===== config.mk =====
export PLATFORM = sky130hd
export DESIGN_NAME = spi_txn_scheduler_flat
export DESIGN_NICKNAME = d
export VERILOG_FILES = /design/src/rtl/spi_txn_scheduler_pkg.sv /design/src/rtl/spi_txn_scheduler_if.sv /design/src/rtl/spi_txn_scheduler_shift.sv /design/src/rtl/spi_txn_scheduler.sv /design/src/flat_wrapper.sv
export SDC_FILE = /design/constraint.sdc
export NUM_CORES = 1
export LEC_CHECK = 0
export BUFFER_PORTS_ARGS = -buffer_cell sky130_fd_sc_hd__buf_4
export CAP_MARGIN = 5
export CORE_MARGIN = 4
export CORE_UTILIZATION = 55
export CTS_CLUSTER_DIAMETER = 40
export CTS_CLUSTER_SIZE = 8
export DETAILED_ROUTE_END_ITERATION = 10
export GPL_TIMING_DRIVEN = 0
export PLACE_DENSITY = 0.8
export SLEW_MARGIN = 20
export SYNTH_ARGS = -nofsm -noshare
export SYNTH_HDL_FRONTEND = slang
export SYNTH_SLANG_ARGS = --single-unit

===== constraint.sdc =====
create_clock -name clk -period 3.6 [get_ports clk]
set_clock_uncertainty 0.2 [all_clocks]
set_input_delay 0.72 -clock clk [delete_from_list [all_inputs] [get_ports clk]]
set_output_delay 0.72 -clock clk [all_outputs]
set_load 0.005 [all_outputs]

===== src/rtl/spi_txn_scheduler_pkg.sv =====
// Shared definitions for the SPI transaction scheduler: FSM encoding, mode-bit
// indices and the round-robin winner picker.
package spi_sched_pkg;

  typedef enum logic [2:0] {
    S_IDLE  = 3'd0,
    S_ARB   = 3'd1,
    S_SETUP = 3'd2,
    S_SHIFT = 3'd3,
    S_HOLD  = 3'd4,
    S_DONE  = 3'd5
  } state_e;

  localparam int unsigned MODE_CPOL = 1;
  localparam int unsigned MODE_CPHA = 0;

  // One-hot winner: first set req bit at or above ptr, wrapping at n (n <= 8).
  function automatic logic [7:0] rr_pick(input logic [7:0] req, input logic [2:0] ptr,
                                         input logic [3:0] n);
    logic [7:0] win;
    logic       found;
    logic [3:0] idx;
    win   = '0;
    found = 1'b0;
    idx   = '0;
    for (int unsigned k = 0; k < 8; k++) begin
      idx = {1'b0, ptr} + 4'(k);
      if (idx >= n) idx = idx - n;
      if (!found && (4'(k) < n) && req[idx[2:0]]) begin
        win[idx[2:0]] = 1'b1;
        found         = 1'b1;
      end
    end
    return win;
  endfunction

endpackage


===== src/rtl/spi_txn_scheduler_if.sv =====
// Requester-side bus of the SPI transaction scheduler: requests, grants, results.
interface spi_txn_scheduler_if #(
  parameter int NREQ = 4,
  parameter int DW   = 8
);
  logic [NREQ-1:0]    req;
  logic [NREQ*DW-1:0] req_data;
  logic [NREQ*2-1:0]  req_mode;
  logic [NREQ-1:0]    grant;
  logic [NREQ-1:0]    done;
  logic [DW-1:0]      rdata;
  logic               busy;

  modport master (output req, req_data, req_mode, input grant, done, rdata, busy);
  modport slave  (input req, req_data, req_mode, output grant, done, rdata, busy);
endinterface


===== src/rtl/spi_txn_scheduler_shift.sv =====
// SPI shift engine: half-period divider, sclk edge generation and the TX/RX
// shift registers for one DW-bit MSB-first transfer.
module spi_shift_engine #(
  parameter int DW      = 8,
  parameter int CLK_DIV = 4
) (
  input  logic          clk,
  input  logic          reset,
  input  logic          load,
  input  logic          start,
  input  logic          cpol,
  input  logic          cpha,
  input  logic [DW-1:0] txd,
  input  logic          miso,
  output logic          sclk,
  output logic          mosi,
  output logic [DW-1:0] rxd,
  output logic          finished
);
  localparam int CW = $clog2(CLK_DIV);
  localparam int BW = $clog2(DW);

  logic [DW-1:0] tx_q, tx_d, rx_q, rx_d;
  logic [CW-1:0] div_q, div_d;
  logic [BW-1:0] bit_q, bit_d;
  logic          sclk_q, sclk_d, mosi_q, mosi_d, cpol_q, cpol_d, cpha_q, cpha_d;
  logic          run_q, run_d, fin_q, fin_d;
  logic          lead;

  always_comb begin
    tx_d   = tx_q;
    rx_d   = rx_q;
    div_d  = div_q;
    bit_d  = bit_q;
    sclk_d = sclk_q;
    mosi_d = mosi_q;
    cpol_d = cpol_q;
    cpha_d = cpha_q;
    run_d  = run_q;
    fin_d  = 1'b0;
    lead   = (sclk_q == cpol_q);
    // cpha=0 presents the MSB before the first edge; cpha=1 drives it on the first leading edge.
    if (load) begin
      cpol_d = cpol;
      cpha_d = cpha;
      sclk_d = cpol;
      rx_d   = '0;
      bit_d  = '0;
      if (cpha) begin
        tx_d   = txd;
        mosi_d = 1'b0;
      end else begin
        tx_d   = {txd[DW-2:0], 1'b0};
        mosi_d = txd[DW-1];
      end
    end
    if (start) begin
      run_d = 1'b1;
      div_d = '0;
    end
    if (run_q) begin
      if (div_q == CW'(CLK_DIV - 1)) begin
        div_d  = '0;
        sclk_d = ~sclk_q;
        if (lead != cpha_q) begin
          rx_d = {rx_q[DW-2:0], miso};
        end else begin
          mosi_d = tx_q[DW-1];
          tx_d   = {tx_q[DW-2:0], 1'b0};
        end
        if (!lead) begin
          bit_d = bit_q + 1'b1;
          if (bit_q == BW'(DW - 1)) begin
            run_d = 1'b0;
            fin_d = 1'b1;
          end
        end
      end else begin
        div_d = div_q + 1'b1;
      end
    end
  end

  always_ff @(posedge clk or negedge reset) begin
    if (!reset) begin
      tx_q   <= '0;
      rx_q   <= '0;
      div_q  <= '0;
      bit_q  <= '0;
      sclk_q <= 1'b0;
      mosi_q <= 1'b0;
      cpol_q <= 1'b0;
      cpha_q <= 1'b0;
      run_q  <= 1'b0;
      fin_q  <= 1'b0;
    end else begin
      tx_q   <= tx_d;
      rx_q   <= rx_d;
      div_q  <= div_d;
      bit_q  <= bit_d;
      sclk_q <= sclk_d;
      mosi_q <= mosi_d;
      cpol_q <= cpol_d;
      cpha_q <= cpha_d;
      run_q  <= run_d;
      fin_q  <= fin_d;
    end
  end

  assign sclk     = sclk_q;
  assign mosi     = mosi_q;
  assign rxd      = rx_q;
  assign finished = fin_q;

endmodule


===== src/rtl/spi_txn_scheduler.sv =====
// Round-robin scheduler sharing one SPI bus among NREQ requesters.
// Optional SPI_LOOPBACK_EN adds a `loopback` input routing mosi back to the sampler.
module spi_txn_scheduler
  import spi_sched_pkg::*;
#(
  parameter int NREQ    = 4,
  parameter int DW      = 8,
  parameter int CLK_DIV = 4
) (
  input  logic                 clk,
  input  logic                 reset,
  spi_txn_scheduler_if.slave   bus,
  output logic                 sclk,
  output logic                 mosi,
  input  logic                 miso,
  output logic [NREQ-1:0]      ss_n
`ifdef SPI_LOOPBACK_EN
  ,
  input  logic                 loopback
`endif
);
  localparam int            CW       = $clog2(CLK_DIV);
  localparam logic [CW-1:0] CNT_LAST = CW'(CLK_DIV - 1);

  state_e          state_q, state_d;
  logic [CW-1:0]   cnt_q, cnt_d;
  logic [NREQ-1:0] grant_q, grant_d;
  logic [2:0]      owner_q, owner_d, rr_ptr_q, rr_ptr_d, win_idx;
  logic [DW-1:0]   rdata_q, rdata_d, win_data, eng_rxd;
  logic [7:0]      win8;
  logic [1:0]      win_mode;
  logic            any_req, eng_load, eng_start, eng_sclk, eng_mosi, eng_fin, samp_in;

  assign any_req = |bus.req;
  assign win8    = rr_pick(8'(bus.req), rr_ptr_q, 4'(NREQ));

  always_comb begin
    win_idx  = '0;
    win_data = '0;
    win_mode = '0;
    for (int unsigned i = 0; i < 8; i++) begin
      if (win8[i]) win_idx = 3'(i);
    end
    for (int unsigned i = 0; i < NREQ; i++) begin
      if (win_idx == 3'(i)) begin
        win_data = bus.req_data[i*DW +: DW];
        win_mode = bus.req_mode[i*2 +: 2];
      end
    end
  end

`ifdef SPI_LOOPBACK_EN
  logic lb_q, lb_d;
  always_comb lb_d = (state_q == S_ARB) ? loopback : lb_q;
  always_ff @(posedge clk or negedge reset) begin
    if (!reset) lb_q <= 1'b0;
    else        lb_q <= lb_d;
  end
  assign samp_in = lb_q ? eng_mosi : miso;
`else
  assign samp_in = miso;
`endif

  always_comb begin
    state_d   = state_q;
    cnt_d     = cnt_q;
    grant_d   = grant_q;
    owner_d   = owner_q;
    rr_ptr_d  = rr_ptr_q;
    rdata_d   = rdata_q;
    eng_load  = 1'b0;
    eng_start = 1'b0;
    case (state_q)
      S_IDLE: if (any_req) state_d = S_ARB;
      S_ARB: begin
        if (any_req) begin
          state_d  = S_SETUP;
          cnt_d    = '0;
          grant_d  = win8[NREQ-1:0];
          owner_d  = win_idx;
          eng_load = 1'b1;
        end else begin
          state_d = S_IDLE;
        end
      end
      S_SETUP: begin
        if (cnt_q == CNT_LAST) begin
          state_d   = S_SHIFT;
          cnt_d     = '0;
          eng_start = 1'b1;
        end else begin
          cnt_d = cnt_q + 1'b1;
        end
      end
      S_SHIFT: begin
        if (eng_fin) begin
          state_d = S_HOLD;
          cnt_d   = '0;
        end
      end
      // rdata is captured on HOLD exit so it is already valid while done pulses.
      S_HOLD: begin
        if (cnt_q == CNT_LAST) begin
          state_d = S_DONE;
          rdata_d = eng_rxd;
        end else begin
          cnt_d = cnt_q + 1'b1;
        end
      end
      S_DONE: begin
        state_d  = S_IDLE;
        grant_d  = '0;
        rr_ptr_d = (owner_q == 3'(NREQ - 1)) ? 3'd0 : owner_q + 1'b1;
      end
      default: state_d = S_IDLE;
    endcase
  end

  always_ff @(posedge clk or negedge reset) begin
    if (!reset) begin
      state_q  <= S_IDLE;
      cnt_q    <= '0;
      grant_q  <= '0;
      owner_q  <= '0;
      rr_ptr_q <= '0;
      rdata_q  <= '0;
    end else begin
      state_q  <= state_d;
      cnt_q    <= cnt_d;
      grant_q  <= grant_d;
      owner_q  <= owner_d;
      rr_ptr_q <= rr_ptr_d;
      rdata_q  <= rdata_d;
    end
  end

  spi_shift_engine #(.DW(DW), .CLK_DIV(CLK_DIV)) u_engine (
    .clk      (clk),
    .reset    (reset),
    .load     (eng_load),
    .start    (eng_start),
    .cpol     (win_mode[MODE_CPOL]),
    .cpha     (win_mode[MODE_CPHA]),
    .txd      (win_data),
    .miso     (samp_in),
    .sclk     (eng_sclk),
    .mosi     (eng_mosi),
    .rxd      (eng_rxd),
    .finished (eng_fin)
  );

  assign bus.grant = grant_q;
  assign bus.done  = (state_q == S_DONE) ? grant_q : '0;
  assign bus.rdata = rdata_q;
  assign bus.busy  = (state_q != S_IDLE);
  assign sclk      = (|grant_q) ? eng_sclk : 1'b0;
  assign mosi      = (state_q == S_SETUP || state_q == S_SHIFT) ? eng_mosi : 1'b0;
  assign ss_n      = (state_q == S_SETUP || state_q == S_SHIFT || state_q == S_HOLD) ? ~grant_q : '1;

endmodule


===== src/flat_wrapper.sv =====
// flat-port wrapper written by rule: the top's interface ports become plain ports
module spi_txn_scheduler_flat import spi_sched_pkg::*;
#(
  parameter int NREQ    = 4,
  parameter int DW      = 8,
  parameter int CLK_DIV = 4
)
  (clk, reset, sclk, mosi, miso, ss_n, bus_req, bus_req_data, bus_req_mode, bus_grant, bus_done, bus_rdata, bus_busy);
  spi_txn_scheduler_if #(.NREQ(NREQ), .DW(DW)) bus_i ();
  input  logic clk;
  input  logic reset;
  output logic sclk;
  output logic mosi;
  input  logic miso;
  output logic [NREQ-1:0] ss_n;
  input wire logic [$bits(bus_i.req)-1:0] bus_req;
  input wire logic [$bits(bus_i.req_data)-1:0] bus_req_data;
  input wire logic [$bits(bus_i.req_mode)-1:0] bus_req_mode;
  output wire logic [$bits(bus_i.grant)-1:0] bus_grant;
  output wire logic [$bits(bus_i.done)-1:0] bus_done;
  output wire logic [$bits(bus_i.rdata)-1:0] bus_rdata;
  output wire logic [$bits(bus_i.busy)-1:0] bus_busy;
  assign bus_i.req = bus_req;
  assign bus_i.req_data = bus_req_data;
  assign bus_i.req_mode = bus_req_mode;
  assign bus_grant = bus_i.grant;
  assign bus_done = bus_i.done;
  assign bus_rdata = bus_i.rdata;
  assign bus_busy = bus_i.busy;
  spi_txn_scheduler #(.NREQ(NREQ), .DW(DW), .CLK_DIV(CLK_DIV)) u_core (.clk(clk), .reset(reset), .bus(bus_i), .sclk(sclk), .mosi(mosi), .miso(miso), .ss_n(ss_n));
endmodule

==> metrics.cfg, run 1 <==
[outcome]
status=complete, no violations

[worst_setup_path]
crit_required_ns=3.58
rr_endpoint=u_core.u_engine.tx_q[1]
critPathKind=reg2reg
slowest_stage=dfrtp_2
ff2ff_path_depth=13
cp_common_cell=buf_6
reg2reg_slack_ns=0.23
critPathCaptureType=flop
cp.arrival_ns=3.35
critPathMaxStageDelay_ns=0.42
start_kind=flop
reg2reg_from=u_core.rr_ptr_q[0]
cp_cell_sequence=buf_6 -> clkinvlp_4 -> ha_1 -> buf_4 -> nor2b_1 -> a211oi_4 -> o21ai_4 -> o211a_1 -> o31ai_2 -> a21o_1 -> buf_6 -> mux2i_1 -> o21ai_1
crit_fanout=10

[cts]
numCtsBuffers=5
insertion_delay_ns=0.30
tritoncts=built
cts.sinks=50
h-tree-depth=2
clkTransAtPathRegs_ns=0.08
hold_buffers=0
cts_root_buf=clkbuf_8
cts-root-to-sink-buffers=2

[floorplan]
die_height_um=85.3
rows=27
core_mm2=0.00564
die-area_mm2=0.00727
die_w_um=85.3
start_util_pct=58.2
ios=70

[power_and_ir_drop]
p_int_mw=1.22
p_leak_nw=1.83
vdd_ir_drop_max_mv=0.411
p_sw_share_pct=34.9
clkPwrFrac_pct=16.0
seq_power_share_pct=46.3
combPwrFrac_pct=37.7
p_sw_mw=0.655
powerDensity_mw_per_mm2=463

[sta]
fin_crit_sh_pct=93.7
slew_headroom_pct=55.3
holdWs_ns=0.235
max_freq_mhz=296
tightest_slew_ns=0.669
fin_setup_tns_ns=0
hold_viol=0
setup_viol=0
period_needed_ns=3.37
slew_violations=0

[placement]
portBuffers=69
gp_congestion=0.860
hpwl_mm=6.13

[grt]
groute.usage.overall_pct=22.2
grt_max_degree=51
grt_pass1_wl_mm=13.5
grt_pass1_vias=3038
antenna_found_initial=0
overflow=0

[routing]
wl_per_cell_um=15.7
wl_mm=8.10
ant_nets=0
drtIter0Drc=153
first_pass_iters=5
vias=3018
drc=0
viasPerCell=5.86

[yosys]
synth_top_area_share_pct=38.1
synth_area_leaders=dfrtp_1, nand2_1, ha_1, mux2i_1, o21ai_0
ys_types=65
synth.largest_area_cell=dfrtp_1
netlist_instances=362
yosys_warnings=0
synth_edf_count=0
ys_ff_latch=50
syn_avg_cell_area_um2=9.08
synthArstFlopShare_pct=100
synthesis.area_mm2=0.00329
synth_seq_area_share_pct=38.1
synth_fp_nets=422
synth_ff_type=dfrtp_1

[finish]
antenna_cells=0
num-fill-cells=434
mostFrequentLayoutCells=buf_4, nand2_1, dfrtp_1
drive_gt1_share_pct=27.8
final_common_cell=buf_4
nNetsFinal=503
area_growth_pct=23.2

[min_path]
holdCritPathClass=in2async

[flow_run]
drv_cap=0

-- routing by layer --
| metal | share of wire [%] | global-route usage [%] |
|---|---|---|
| met1 | 43 | 28.3 |
| met2 | 51 | 38.9 |
| met3 | 4.1 | 2.91 |
| met4 | 1.4 | 6.62 |
| met5 | 0 | 0 |
-- power by group through the flow --
stage / registers, mW / clock network [mW] / logic (mW)
6_report: 0.868 / 0.301 / 0.708
5_1_grt: 0.888 / 0.333 / 0.802
4_1_cts: 0.867 / 0.309 / 0.703
3_5_place_dp: 0.879 / 0 / 0.698
3_3_place_gp: 0.865 / 0 / 0.668
2_1_floorplan: 0.841 / 0 / 0.464
-- Yosys cell counts, types with 7 or more instances --
| master | count |
|---|---|
| and3_1 | 7 |
| nand2b_1 | 11 |
| a211oi_1 | 7 |
| a21oi_1 | 17 |
| dfrtp_1 | 50 |
| mux2i_1 | 14 |
| mux2_2 | 11 |
| nand2_1 | 51 |
| ha_1 | 13 |
| nor2_1 | 32 |
| inv_1 | 11 |
| o21ai_0 | 28 |
| clkbuf_1 | 8 |
| nand3_1 | 9 |
-- through the flow --
stage	area (µm²)	utilization [%]	cells	setup slack, ns	power (mW)
3_5_place_dp	3890	69.0	503	-0.0399	1.58
6_report	4050	71.8	515	0.225	1.88
3_3_place_gp	3890	69.0	503	0.000286	1.53
4_1_cts	3980	70.5	510	0.00269	1.88
5_1_grt	4050	71.8	515	-0.0239	2.02
2_1_floorplan	3290	-	362	0.434	1.31
-- registers in the layout, indices dropped and copies added, names as in the netlist --
register and flops:
u_core.bus.grant 4, u_core.owner_q 3, u_core.bus.rdata 8, u_core.u_engine.mosi 1
u_core.u_engine.tx_q 8, u_core.u_engine.rxd 8, u_core.u_engine.run_q 1, u_core.u_engine.sclk 1
u_core.u_engine.cpol_q 1, u_core.u_engine.div_q 2, u_core.rr_ptr_q 3, u_core.state_q 3
u_core.u_engine.cpha_q 1, u_core.u_engine.bit_q 3, u_core.u_engine.finished 1, u_core.cnt_q 2
-- worst max-delay path, delay by kind of cell, from the launching register on --
kind	cells	cell delay, ns
simple gates	1	0.10
fa+ha+maj	1	0.31
flops	1	0.42
buf+inv	4	0.60
compound gates	6	1.38
mux	1	0.23
-- cell type report --
type | instances | area, µm² | area share (%)
inverter | 12 | 53.8 | 1.33
multi-input combinational | 283 | 1910 | 47.2
timing repair buffer | 75 | 563 | 13.9
clock buffer | 7 | 76.3 | 1.89
tap | 72 | 90.1 | 2.22
sequential | 50 | 1250 | 31.0
buffer | 16 | 98.8 | 2.44
-- worst max-delay path by stage --
stage,slack [ns],cells past startpoint,startpoint,to
after floorplan,0.43,12,u_core.rr_ptr_q[1],u_core.u_engine.tx_q[6]
after global placement,0.0003,13,u_core.rr_ptr_q[1],u_core.u_engine.tx_q[3]
after detailed placement,-0.04,12,u_core.rr_ptr_q[1],u_core.u_engine.tx_q[6]
after CTS,0.003,13,u_core.rr_ptr_q[1],u_core.u_engine.tx_q[2]
after global routing,-0.02,13,u_core.rr_ptr_q[0],u_core.u_engine.tx_q[3]
final,0.23,13,u_core.rr_ptr_q[0],u_core.u_engine.tx_q[1]
-- logic make-up (layout without fill, tap and decap cells) --
group,Yosys count,count (layout),share of synthesized area [%]
AO/OA/AOI/OAI,100,100,22.0
XOR/XNOR,2,2,0.533
adder cells (fa/ha/maj),13,13,4.95
buffers and inverters,29,110,4.61
flip-flops,50,50,38.1
multiplexers,27,27,9.06
AND/OR/NAND/NOR,141,141,20.8
-- repair_timing --
| item | 4_1_cts | 5_1_grt |
|---|---|---|
| pin swaps | 0 | 3 |
| gates resized for setup | 1 | 9 |
| endpoints found under the setup margin | 4 | 10 |
| setup buffers | 0 | 6 |
Power figures use the tool's default switching activity.
==> inputs of run 2 (changes only) <==
--- a/config.mk
+++ b/config.mk
@@ -5,6 +5,8 @@
 export SDC_FILE = /design/constraint.sdc
 export NUM_CORES = 1
 export LEC_CHECK = 0
+export ABC_AREA = 1
+export ABC_CLOCK_PERIOD_IN_PS = 3600
 export BUFFER_PORTS_ARGS = -buffer_cell sky130_fd_sc_hd__buf_4
 export CAP_MARGIN = 5
 export CORE_MARGIN = 4
==> metrics.cfg, run 2 <==
[finish]
fin_util_pct=68.9  ; -2.9 points
stdcell_count=592  ; +15%
area_growth_pct=21.7
final_common_cell=nand2_1
nNetsFinal=576  ; +15%
mostFrequentLayoutCells=nand2_1, buf_4, inv_1
drive_gt1_share_pct=23.8  ; -4.0 points
antenna_cells=0  ; unchanged

[sta]
fin_crit_sh_pct=83.9  ; -9.8 points
tightest_slew_ns=0.640  ; -0.0292 ns
rsz0062_at_grt=false
hold_viol=0  ; unchanged
fin_setup_tns_ns=0  ; unchanged
slew_violations=0  ; unchanged
max_freq_mhz=331  ; +12%
period_needed_ns=3.02  ; -0.353 ns
worst_slack_ns=0.578  ; +0.353 ns
setup_viol=0  ; unchanged
slew_headroom_pct=57.4  ; +2.0 points

[cts]
numCtsBuffers=5  ; unchanged
cts_setup_buffers=0  ; unchanged
cts.sinks=50  ; unchanged
insertion_delay_ns=0.30  ; about the same
cts-root-to-sink-buffers=2  ; unchanged
hold_buffers=0  ; unchanged
h-tree-depth=2  ; unchanged
cts_root_buf=clkbuf_8
ctsResizeCount=0  ; -1
clkTransAtPathRegs_ns=0.09  ; about the same
tritoncts=built

[outcome]
status=complete, no violations

[worst_setup_path]
critPathKind=reg2reg
reg2reg_slack_ns=0.58  ; +0.35 ns
start_kind=flop
cp.arrival_ns=3.07  ; -0.28 ns
crit_required_ns=3.64  ; +0.06 ns
critPathCaptureType=flop
crit_fanout=11  ; +1

[floorplan]
start_util_pct=56.6  ; -1.6 points
die_height_um=85.9  ; +0.66%
die-area_mm2=0.00737  ; +1.3%
ios=70  ; unchanged
rows=28  ; +3.7%
core_mm2=0.00589  ; +4.3%
die_w_um=85.9  ; +0.66%

[power_and_ir_drop]
vdd_ir_drop_max_mv=0.580  ; +41%
p_leak_nw=2.13  ; +16%
powerDensity_mw_per_mm2=886  ; +91%

[yosys]
synth_seq_area_share_pct=37.5  ; -0.54 points
synthMostInstantiatedCell=nand2_1
netlist_instances=440  ; +22%
synth_fa_ha_area_share_pct=4.88  ; -0.071 points
synth_top_area_share_pct=37.5  ; -0.54 points
syn_avg_cell_area_um2=7.58  ; -17%
yosys_warnings=0  ; unchanged
synth.largest_area_cell=dfrtp_1
ys_ff_latch=50  ; unchanged
synth_top_family_by_area=simple AND/OR/NAND/NOR gates
synth_ff_type=dfrtp_1
synth_mux_area_share_pct=0.338  ; -8.7 points
synth_area_leaders=dfrtp_1, nand2_1, nand3_1, inv_1, o21ai_0
synth_compound_area_share_pct=8.90  ; -13 points
synthArstFlopShare_pct=100  ; unchanged
synthSimpleGateAreaFrac_pct=37.7  ; +17 points
synthesis.area_mm2=0.00333  ; +1.4%
synth_fp_nets=500  ; +18%
ys_types=42  ; -35%
netlist_top_cells_count=nand2_1, inv_1, dfrtp_1
synth_xor_area_share_pct=0.526  ; -0.0076 points
synth_edf_count=0  ; unchanged

[routing]
vias=3267  ; +8.3%
first_pass_iters=5  ; unchanged
viasPerCell=5.52  ; -5.8%
wl_per_cell_um=14.5  ; -8.0%
drtIter0Drc=149  ; -2.6%
ant_nets=0  ; unchanged
drc=0  ; unchanged
wl_mm=8.57  ; +5.8%

[grt]
grt_max_degree=51  ; unchanged
overflow=0  ; unchanged
grt_pass1_vias=3181  ; +4.7%
grt_pass1_wl_mm=14.4  ; +6.9%
antenna_found_initial=0  ; unchanged
groute.usage.overall_pct=24.3  ; +2.2 points

[placement]
place_ws_ns=0.643  ; +0.682 ns
hpwl_mm=6.51  ; +6.2%
gp_congestion=0.866  ; +0.73%
dp.cells=584  ; +16%
portBuffers=69  ; unchanged

[flow_run]
drv_cap=0  ; unchanged

[min_path]
holdCritPathClass=in2async

[run 2: cell count changes after synthesis, sizes merged, moves of 7 or more]
cell	change
nand4	+25
nand2	+56
a211oi	-7
inv	+51
mux2	-11
nand3	+51
mux2i	-14
a21oi	-11
and3	-7
nand2b	-11
[run 2: logic make-up after synthesis]
family / Yosys count
AND/OR/NAND/NOR: 242
buffers and inverters: 78
AO/OA/AOI/OAI: 54
flip-flops: 50
adder cells (fa/ha/maj): 13
XOR/XNOR: 2
multiplexers: 1
[run 2: metrics by stage]
step,area [µm²],hold WS [ns],total power [mW]
floorplan,3330,0.224,2.61
finish,4060,0.233,3.59
detailed placement,3950,0.279,3.20
CTS,4060,0.252,3.58
global placement,3950,0.263,3.12
global route,4060,0.271,3.92
[run 2: area by class of cell]
class,count,area (µm²)
repair buffers,69,518
inverters,64,245
clock buffers,8,110
multi-input cells,312,1740
well taps,75,93.8
flip-flops and latches,50,1250
plain buffers,14,93.8
fillers,507,1830
[run 2: routing by layer]
layer	vias to the layer above	track usage, %	routed length [µm]
met2	90	41.9	4240
met4	0	6.62	83
li1	1613	-	-
met1	1555	32.0	3830
met3	9	3.65	412
met5	-	0	0
[run 2: report_power, final]
part	switching, mW	total, mW	internal [mW]
Combinational	1.57	2.40	0.831
Sequential	0.113	0.817	0.705
Clock	0.180	0.374	0.194
[run 2: final timing paths]
kind | startpoint | end | cells after the start
hold reg to reg | u_core.u_engine.div_q[0] | u_core.u_engine.div_q[0] | 1
max in group asynchronous | reset | u_core.u_engine.finished | 1
hold / removal | reset | u_core.u_engine.tx_q[3] | 1
setup reg to reg | u_core.rr_ptr_q[0] | u_core.u_engine.tx_q[6] | 18
setup / recovery | u_core.rr_ptr_q[0] | u_core.u_engine.tx_q[6] | 18
min in group clk | u_core.u_engine.div_q[0] | u_core.u_engine.div_q[0] | 1
[run 2: critical path, stage by stage (launching register included)]
cell and delay (ns):
dfrtp_1 0.46, buf_6 0.19, inv_6 0.07, ha_1 0.36, inv_1 0.15, nand3_2 0.13
nand2_1 0.08, nor2_1 0.07, nand3_1 0.09, nand2_1 0.05, inv_1 0.06, nand3_2 0.24
nand4_4 0.22, nand3_4 0.16, nor2_4 0.17, nand2_1 0.07, nand3_1 0.08, nand2_1 0.05
inv_1 0.06
